`src/rtl/cc_pkg.sv`:
```
// Shared types and widths for the classical controller write-back path.
package cc_pkg;

  localparam int DATA_W = 32;
  localparam int ADDR_W = 5;
  localparam int NREGS  = 2 ** ADDR_W;

  // One buffered register-file write: destination and value.
  typedef struct packed {
    logic [ADDR_W-1:0] addr;
    logic [DATA_W-1:0] data;
  } wb_entry_t;

  // Which producer loaded the current write-port contents.
  typedef enum logic {
    WB_ALU  = 1'b0,
    WB_MEAS = 1'b1
  } wb_src_e;

endpackage

```
`src/rtl/cc_wb_fifo.sv`:
```
// Measurement-result FIFO. It exposes every slot and a per-slot valid
// vector so the arbiter can build the pending-register mask.
module cc_wb_fifo
  import cc_pkg::*;
#(
  parameter int DEPTH = 4
) (
  input  logic                        clk,
  input  logic                        reset_n,
  input  logic                        flush,
  input  logic                        push,
  input  wb_entry_t                   push_entry,
  input  logic                        pop,
  output wb_entry_t                   head,
  output logic                        full,
  output logic                        empty,
  output logic [$clog2(DEPTH):0]      count,
  output logic [DEPTH-1:0]            entry_valid,
  output wb_entry_t [DEPTH-1:0]       entries
);

  localparam int PTR_W = $clog2(DEPTH);

  wb_entry_t        mem [DEPTH];
  logic [PTR_W-1:0] wr_ptr;
  logic [PTR_W-1:0] rd_ptr;
  logic             do_push;
  logic             do_pop;
  logic [PTR_W-1:0] off;

  assign full    = (count == (PTR_W+1)'(DEPTH));
  assign empty   = (count == '0);
  // Flush wins over both push and pop on the same edge.
  assign do_push = push && !full && !flush;
  assign do_pop  = pop && !empty && !flush;
  assign head    = mem[rd_ptr];

  // Pointers and occupancy; pointers wrap naturally since DEPTH is a power of two.
  always_ff @(posedge clk or negedge reset_n) begin
    if (!reset_n) begin
      wr_ptr <= '0;
      rd_ptr <= '0;
      count  <= '0;
    end else if (flush) begin
      wr_ptr <= '0;
      rd_ptr <= '0;
      count  <= '0;
    end else begin
      if (do_push) wr_ptr <= wr_ptr + 1'b1;
      if (do_pop)  rd_ptr <= rd_ptr + 1'b1;
      count <= count + {{PTR_W{1'b0}}, do_push} - {{PTR_W{1'b0}}, do_pop};
    end
  end

  // Payload storage; slots are qualified by entry_valid so no reset is needed.
  always_ff @(posedge clk) begin
    if (do_push) mem[wr_ptr] <= push_entry;
  end

  // A slot is live when its distance from the read pointer is below the count.
  always_comb begin
    entry_valid = '0;
    entries     = '0;
    off         = '0;
    for (int i = 0; i < DEPTH; i++) begin
      off            = PTR_W'(i) - rd_ptr;
      entry_valid[i] = ({1'b0, off} < count);
      entries[i]     = mem[i];
    end
  end

endmodule

```
`src/rtl/cc_wb_arbiter.sv`:
```
// Register-file write-back arbiter: the execute stage always wins the single
// write port; measurement results queue in a FIFO and drain in idle cycles.
// A pending mask tells decode which registers still await a measurement.
module cc_wb_arbiter #(
  parameter int DEPTH  = 4,
  parameter int DATA_W = cc_pkg::DATA_W,
  parameter int ADDR_W = cc_pkg::ADDR_W
) (
  input  logic                    clk,
  input  logic                    reset_n,
  input  logic                    flush,
  input  logic                    alu_wr_en,
  input  logic [ADDR_W-1:0]       alu_wr_addr,
  input  logic [DATA_W-1:0]       alu_wr_data,
  input  logic                    meas_valid,
  output logic                    meas_ready,
  input  logic [ADDR_W-1:0]       meas_addr,
  input  logic [DATA_W-1:0]       meas_data,
  output logic                    wr_en,
  output logic [ADDR_W-1:0]       wr_addr,
  output logic [DATA_W-1:0]       wr_data,
  output logic [(2**ADDR_W)-1:0]  pending,
  output logic [$clog2(DEPTH):0]  fifo_count
);

  import cc_pkg::*;

  logic                  fifo_push;
  logic                  fifo_pop;
  logic                  fifo_full;
  logic                  fifo_empty;
  wb_entry_t             fifo_head;
  wb_entry_t             push_entry;
  logic [DEPTH-1:0]      ent_vld;
  wb_entry_t [DEPTH-1:0] ents;
  wb_src_e               src;

  assign meas_ready = !fifo_full && !flush;
  // Writes to r0 are accepted so the readout path never stalls on them,
  // but they are dropped here and never mark r0 pending.
  assign fifo_push  = meas_valid && meas_ready && (meas_addr != '0);
  assign fifo_pop   = !alu_wr_en && !fifo_empty && !flush;
  assign push_entry = '{addr: meas_addr, data: meas_data};

  cc_wb_fifo #(
    .DEPTH (DEPTH)
  ) u_fifo (
    .clk         (clk),
    .reset_n     (reset_n),
    .flush       (flush),
    .push        (fifo_push),
    .push_entry  (push_entry),
    .pop         (fifo_pop),
    .head        (fifo_head),
    .full        (fifo_full),
    .empty       (fifo_empty),
    .count       (fifo_count),
    .entry_valid (ent_vld),
    .entries     (ents)
  );

  // Write-port register: ALU first, then FIFO head, otherwise idle with address/data held.
  always_ff @(posedge clk or negedge reset_n) begin
    if (!reset_n) begin
      wr_en   <= 1'b0;
      wr_addr <= '0;
      wr_data <= '0;
      src     <= WB_ALU;
    end else if (alu_wr_en) begin
      wr_en   <= 1'b1;
      wr_addr <= alu_wr_addr;
      wr_data <= alu_wr_data;
      src     <= WB_ALU;
    end else if (fifo_pop) begin
      wr_en   <= 1'b1;
      wr_addr <= fifo_head.addr;
      wr_data <= fifo_head.data;
      src     <= WB_MEAS;
    end else begin
      wr_en   <= 1'b0;
    end
  end

  // Pending mask: every buffered destination plus a measurement write still on the port.
  always_comb begin
    pending = '0;
    for (int i = 0; i < DEPTH; i++) begin
      if (ent_vld[i]) pending[ents[i].addr] = 1'b1;
    end
    if (wr_en && (src == WB_MEAS)) pending[wr_addr] = 1'b1;
    pending[0] = 1'b0;
  end

endmodule

```
`config.mk`:
```
export PLATFORM = sky130hd
export DESIGN_NAME = cc_wb_arbiter
export DESIGN_NICKNAME = d
export VERILOG_FILES = /design/src/rtl/cc_pkg.sv /design/src/rtl/cc_wb_fifo.sv /design/src/rtl/cc_wb_arbiter.sv
export SDC_FILE = /design/constraint.sdc
export NUM_CORES = 1
export LEC_CHECK = 0
export CORE_UTILIZATION = 47
export DETAILED_ROUTE_END_ITERATION = 10
export PLACE_DENSITY_LB_ADDON = 0.1
export SETUP_SLACK_MARGIN = 0.2
export SLEW_MARGIN = 10
export SYNTH_ARGS = -nofsm -noshare
export SYNTH_HDL_FRONTEND = slang
export SYNTH_HIERARCHICAL = 1
export SYNTH_SLANG_ARGS = --single-unit
```
`constraint.sdc`:
```
create_clock -name clk -period 3.59 [get_ports clk]
set_input_delay 0.718 -clock clk [delete_from_list [all_inputs] [get_ports clk]]
set_output_delay 0.718 -clock clk [all_outputs]
set_load 0.02 [all_outputs]
```
Yosys cells after proc, flatten, opt, wreduce, memory -nomap -nowiden

Memories as Yosys holds them, arrays and structs flattened.
Cells that the tools add are included.

Bits in registers: 46
Bits in writable memories: 148
Input bits: 79
Output and inout port bits: 74
Memories: 1

Memory list:

| name       | words | width | rd ports | clocked after memory_dff | write ports | RTL line         | text |
|---|---|---|---|---|---|---|---|
| u_fifo.mem | 4     | 37    | 5        | 0                        | 1           | cc_wb_fifo.sv:24 | `wb_entry_t mem [DEPTH];` |

Add/subtract/negate cells: 8
Order comparisons: 14
Equality and inequality tests: 1
Muxes and demuxes: 30
Bitwise operators: 4
Reduce and logical (&&, ||, !) cells: 24

Operators with widths:

| cell                                                                  | number |
|---|---|
| 32-bit two-way mux                                                    | 7 |
| 32-bit OR                                                             | 4 |
| 5-bit by 6-bit < comparator with 1-bit output, second input constant  | 5 |
| 1-bit demux with 5-bit select                                         | 5 |
| 5-bit by 1-bit >= comparator with 1-bit output, second input constant | 5 |
| 1-bit logical AND                                                     | 15 |
| 2-bit by 3-bit < comparator with 1-bit output                         | 4 |
| 1-bit two-way mux                                                     | 11 |
| 5-bit two-way mux                                                     | 2 |
| 2-bit two-way mux                                                     | 4 |
| 2-bit nonzero test                                                    | 3 |
| 5-bit nonzero test                                                    | 1 |
| 2-bit by 1-bit adder with 2-bit output, second input constant         | 2 |
| 1-bit logical NOT                                                     | 4 |
| 1-bit by 2-bit subtractor with 2-bit output, first input constant     | 2 |
| 2-bit subtractor, first input constant                                | 2 |
| 3-bit by 1-bit adder with 3-bit output                                | 1 |
| 3-bit equality test, second input constant                            | 1 |
| 3-bit logical NOT                                                     | 1 |
| 3-bit two-way mux                                                     | 1 |
| 3-bit by 1-bit subtractor with 3-bit output                           | 1 |

Depth between registers and ports, before layout

An unclocked memory read counts as a cell.

Depth after elaboration: 14
Gate-level depth with buffers: 15
Mapped depth without buffers: 14

Modules after synthesis

The synthesis kept the hierarchy.

Modules (own cells, without submodules):

| module        | instances | cells an instance | area an instance (µm²) | sequential area each (µm²) |
|---|---|---|---|---|
| cc_wb_fifo    | 1         | 260               | 5,994.5                | 4,619.4 |
| cc_wb_arbiter | 1         | 358               | 3,123.0                | 975.9 |

Least setup slack after synthesis

OpenSTA, ideal clock, no wires.

Path kind: register to output
Start: register u_fifo.rd_ptr[0]
End: output port pending[30]
Arrival: 2.333 ns
Required time: 2.872 ns
Path slack: 0.539 ns
Stages on the path, launching flop included: 11
Path buffers: 2
Path through: dfrtp_1 -> buf_6 -> buf_6 -> xor2_1 -> inv_1 -> ha_1 -> a21oi_1 -> or2_2 -> nand4_1 -> nor3b_1 -> or4_1

Elaborated cells between the ends (all ways): 17
Classes of those cells: 4 x add/sub; 4 x order compare; 5 x mux; 4 x bitwise

RTL lines:

| what                                            | RTL line            | text |
|---|---|---|
| start, declared                                 | cc_wb_fifo.sv:26    | `logic [PTR_W-1:0] rd_ptr;` |
| start signal, assigned                          | cc_wb_fifo.sv:50    | `if (do_pop) rd_ptr <= rd_ptr + 1'b1;` |
| 2-bit subtractor *                              | cc_wb_fifo.sv:66    | `off = PTR_W'(i) - rd_ptr;` |
| 2-bit by 3-bit < comparator with 1-bit output * | cc_wb_fifo.sv:67    | `entry_valid[i] = ({1'b0, off} < count);` |
| net ent_vld[2]                                  | cc_wb_arbiter.sv:34 | `logic [DEPTH-1:0] ent_vld;` |
| 32-bit two-way mux *                            | cc_wb_arbiter.sv:88 | `if (ent_vld[i]) pending[ents[i].addr] = 1'b1;` |
| 32-bit OR (no source line)                      | --                  |  |
| 32-bit two-way mux *                            | cc_wb_arbiter.sv:88 |  |
| 32-bit OR (no source line)                      | --                  |  |
| 32-bit two-way mux *                            | cc_wb_arbiter.sv:90 | `if (wr_en && (src == WB_MEAS)) pending[wr_addr] = 1'b1;` |
| end, declared                                   | cc_wb_arbiter.sv:22 | `output logic [(2**ADDR_W)-1:0] pending,` |

The timed path passes the listed nets; every way through them passes the cells marked *.

Final worst setup path

Start: register u_fifo.rd_ptr[1]
End: output port pending[28]

Cells in the longest elaborated chain, start to end: 11
Elaborated cells between the ends (all ways): 17
Classes of those cells: 4 x add/sub; 4 x order compare; 5 x mux; 4 x bitwise

Ends and longest elaborated chain:

| what                                            | RTL line |
|---|---|
| 1-bit by 2-bit subtractor with 2-bit output *   | cc_wb_fifo.sv:66 |
| 2-bit by 3-bit < comparator with 1-bit output * | cc_wb_fifo.sv:67 |
| net ent_vld[0]                                  | cc_wb_arbiter.sv:34 |
| 32-bit two-way mux *                            | cc_wb_arbiter.sv:88 |
| 32-bit OR (no source line)                      | -- |
| 32-bit two-way mux *                            | cc_wb_arbiter.sv:88 |
| 32-bit OR (no source line)                      | -- |
| 32-bit two-way mux *                            | cc_wb_arbiter.sv:88 |
| 32-bit OR (no source line)                      | -- |
| 32-bit two-way mux *                            | cc_wb_arbiter.sv:88 |
| 32-bit OR (no source line)                      | -- |
| 32-bit two-way mux *                            | cc_wb_arbiter.sv:90 |

Marks and branches as above.

==> flow_summary.toml <==
[synth]
synth_seq_cells = 194
synthCells = 618
async_reset_ff_share_pct = 23.7
postSynthAreaPerCell_sq_um = 14.8
synthTopCellsByArea = "edfxtp_1 (49%), dfrtp_1 (13%), mux4_2 (9.1%), a22oi_1 (4.4%), mux2i_1 (4.2%)"
yosys.area.top_type = "edfxtp_1"
netlist_area_sq_mm = 0.00912
yosys_warnings = 6
synth_top_area_share_pct = 48.7
synth.distinct_cells = 50
synthFlopType = "edfxtp_1"
syn_nets = 708
synth_edf_count = 148
ys_seq_area_share_pct = 61.4

[route]
dr.pass1.iters = 5
wl_per_cell_um = 22.5
drc = 0
drtIter0Drc = 389
routed_wl_mm = 23.7
via_count = 6213
antenna_left = 0
viasPerCell = 5.89

[floorplanning]
row_count = 50
die_w_um = 141
ios = 153
die_h_um = 141
dieArea_sq_mm = 0.0200
start_util_pct = 48.4
coreArea_sq_mm = 0.0188

[grt]
grt_pass1_wl_mm = 37.6
antenna_found_initial = 1
grt_max_degree = 76
grt_usage_pct = 25.3
grt_pass1_vias = 6428
grt_overflow = 0

[clocking]
root_buffer = "clkbuf_16"
cts_hold_buf = 0
cts_htree_levels = 4
cts_buffer_depth = 2
cts_buffers = 17
clock-sinks = 194
cts_tree = "done"
clk_latency_ps = 420
clkTransAtPathRegs_ps = 70

[run_status]
status = "completed"

[timing]
hold_slack_ps = 308
setup_tns_ps = 0
rsz0062_at_grt = "true"
clock_skew_ps = 15.1
timing.final.crit_share_pct = 94.3
hold_viol_final = 0
finalMaxSlewViolations = 0
worst_pin_slew_ps = 802
period_needed_ps = 3380
setup_viol = 0
fmax_mhz = 295
slew_headroom_pct = 46.4

[finish]
antenna_cells = 0
fin_cells = 1055
final_cell_mix = "edfxtp_1 (148), clkdlybuf4s50_1 (118), a22oi_1 (54)"
final_util_pct = 61.3
final_common_cell = "edfxtp_1"
drive_gt1_share_pct = 19.7
nets = 872
area_growth_pct = 26.6

[setup_path]
r2r_setup_slack_ps = 810
cp.depth = 9
slowest_stage = "or4_1"
end_kind = "output pin"
reg2regPathDepth = 14
worstPathCellList = "xor2_2 > ha_1 > a21oi_1 > or2_4 > nand4_1 > buf_4 > nor3_1 > or4_1 > buf_6"
critPathArrivalTime_ps = 2670
path_class = "reg -> out"
critPathLaunchType = "flop"
slowest_delay_ps = 530
worst-path-max-fanout = 8
rr_endpoint = "u_fifo/count[2]$_DFF_PN0_"
path_buf_inv = 2
required_ps = 2870
cp_top_family = "simple AND/OR/NAND/NOR gates"
r2r_start = "u_fifo/count[2]$_DFF_PN0_"

[placed_design]
io_buffers = 151
hpwl_mm = 16.7
post-place-cells = 1020
gp_congestion = 0.948

[run]
drv_cap = 0

[pwr]
power.total_uw = 4900
powerDensity_mw_per_mm2 = 425
p_leak_uw = 0.00394
irDropWorstVdd_uv = 386

[hold_path]
min_path_type = "in -> async"
-- area by class of cell --
cell class	instances	area (sq um)
fillers	1462	7290
clock buffers	17	425
clock inverters	15	181
well taps	260	325
inverters	12	45.0
repair buffers	185	1670
flip-flops and latches	194	5600
multi-input cells	372	3300
-- state kept, by name, indices dropped and copies added, names as in the netlist --
signal and flops:
wr_en 1, wr_addr 5, u_fifo/count 3, u_fifo/wr_ptr 2
src 1, wr_data 32, u_fifo/mem 148, u_fifo/rd_ptr 2
-- per-layer routing --
| layer | vias to the layer above | GRT usage (%) | share of wire (%) |
|---|---|---|---|
| met2 | 244 | 41.7 | 50 |
| met1 | 3146 | 34.2 | 43 |
| met4 | 0 | 7.44 | 1.3 |
| met3 | 23 | 5.16 | 5.6 |
| met5 | - | 0 | 0 |
| li1 | 2800 | - | - |
-- through the flow --
stage / setup slack [ps] / cell area [sq um]
floorplan: 539 / 9120
detailed placement: 199 / 11000
global placement: 217 / 11000
global route: 106 / 11500
finish: 206 / 11500
CTS: 106 / 11600
-- worst max-delay path by stage --
stage,end,startpoint
after detailed placement,pending[29],u_fifo/rd_ptr[0]$_DFFE_PN0P_
after global routing,pending[4],u_fifo/rd_ptr[1]$_DFFE_PN0P_
after floorplan,pending[30],u_fifo/rd_ptr[0]$_DFFE_PN0P_
final,pending[28],u_fifo/rd_ptr[1]$_DFFE_PN0P_
after CTS,pending[29],u_fifo/rd_ptr[0]$_DFFE_PN0P_
after global placement,pending[30],u_fifo/rd_ptr[1]$_DFFE_PN0P_
-- worst register-to-register path: cells and delay by family (launching register included) --
kind | cells | cell delay, ps
compound gates | 1 | 120
xor+xnor | 1 | 160
fa+ha+maj | 3 | 790
buf+inv | 4 | 300
flops | 1 | 500
simple gates | 5 | 800
-- where the power goes --
part / internal, uW / leakage, uW / switching, uW
Sequential: 2490 / 0.00190 / 55.1
Combinational: 246 / 0.00174 / 250
Clock: 946 / 0.000293 / 919
-- logic make-up (layout without fill, tap and decap cells) --
| group | count (synthesis) | after routing | synth area share, % |
|---|---|---|---|
| mux | 75 | 75 | 13.3 |
| other cells | 1 | 1 | 0.0411 |
| fa+ha+maj | 11 | 11 | 1.59 |
| compound gates | 135 | 135 | 9.94 |
| simple gates | 145 | 145 | 9.96 |
| buf+inv | 52 | 229 | 3.31 |
| flops | 194 | 194 | 61.4 |
| xor+xnor | 5 | 5 | 0.480 |
-- timing repair --
item,4_1_cts,5_1_grt
gates resized for setup,69,58
pin swaps,0,6
setup buffers,2,1
setup endpoints to repair,31,31
cloned,0,0
-- cells in the mapped netlist (3+ instances only) --
master      n
edfxtp_1  148
a22oi_1    54
dfrtp_1    46
nand2_1    43
mux2i_1    38
mux4_2     37
o21ai_1    37
o211ai_1   27
clkbuf_1   22
nor2_1     17
and4b_1    12
inv_1      12
ha_1       10
nor2b_1     9
and2_1      8
nor4bb_1    8
a21oi_1     6
buf_6       5
nand2b_1    5
nand4_1     5
buf_2       4
buf_4       4
nor3_1      4
nor3b_1     4
nor4b_1     4
o32ai_1     4
or2_2       4
and4bb_1    3
buf_12      3
nand3b_1    3
or3_1       3
or4_1       3
xor2_1      3
(Power assumes the default switching activity.)
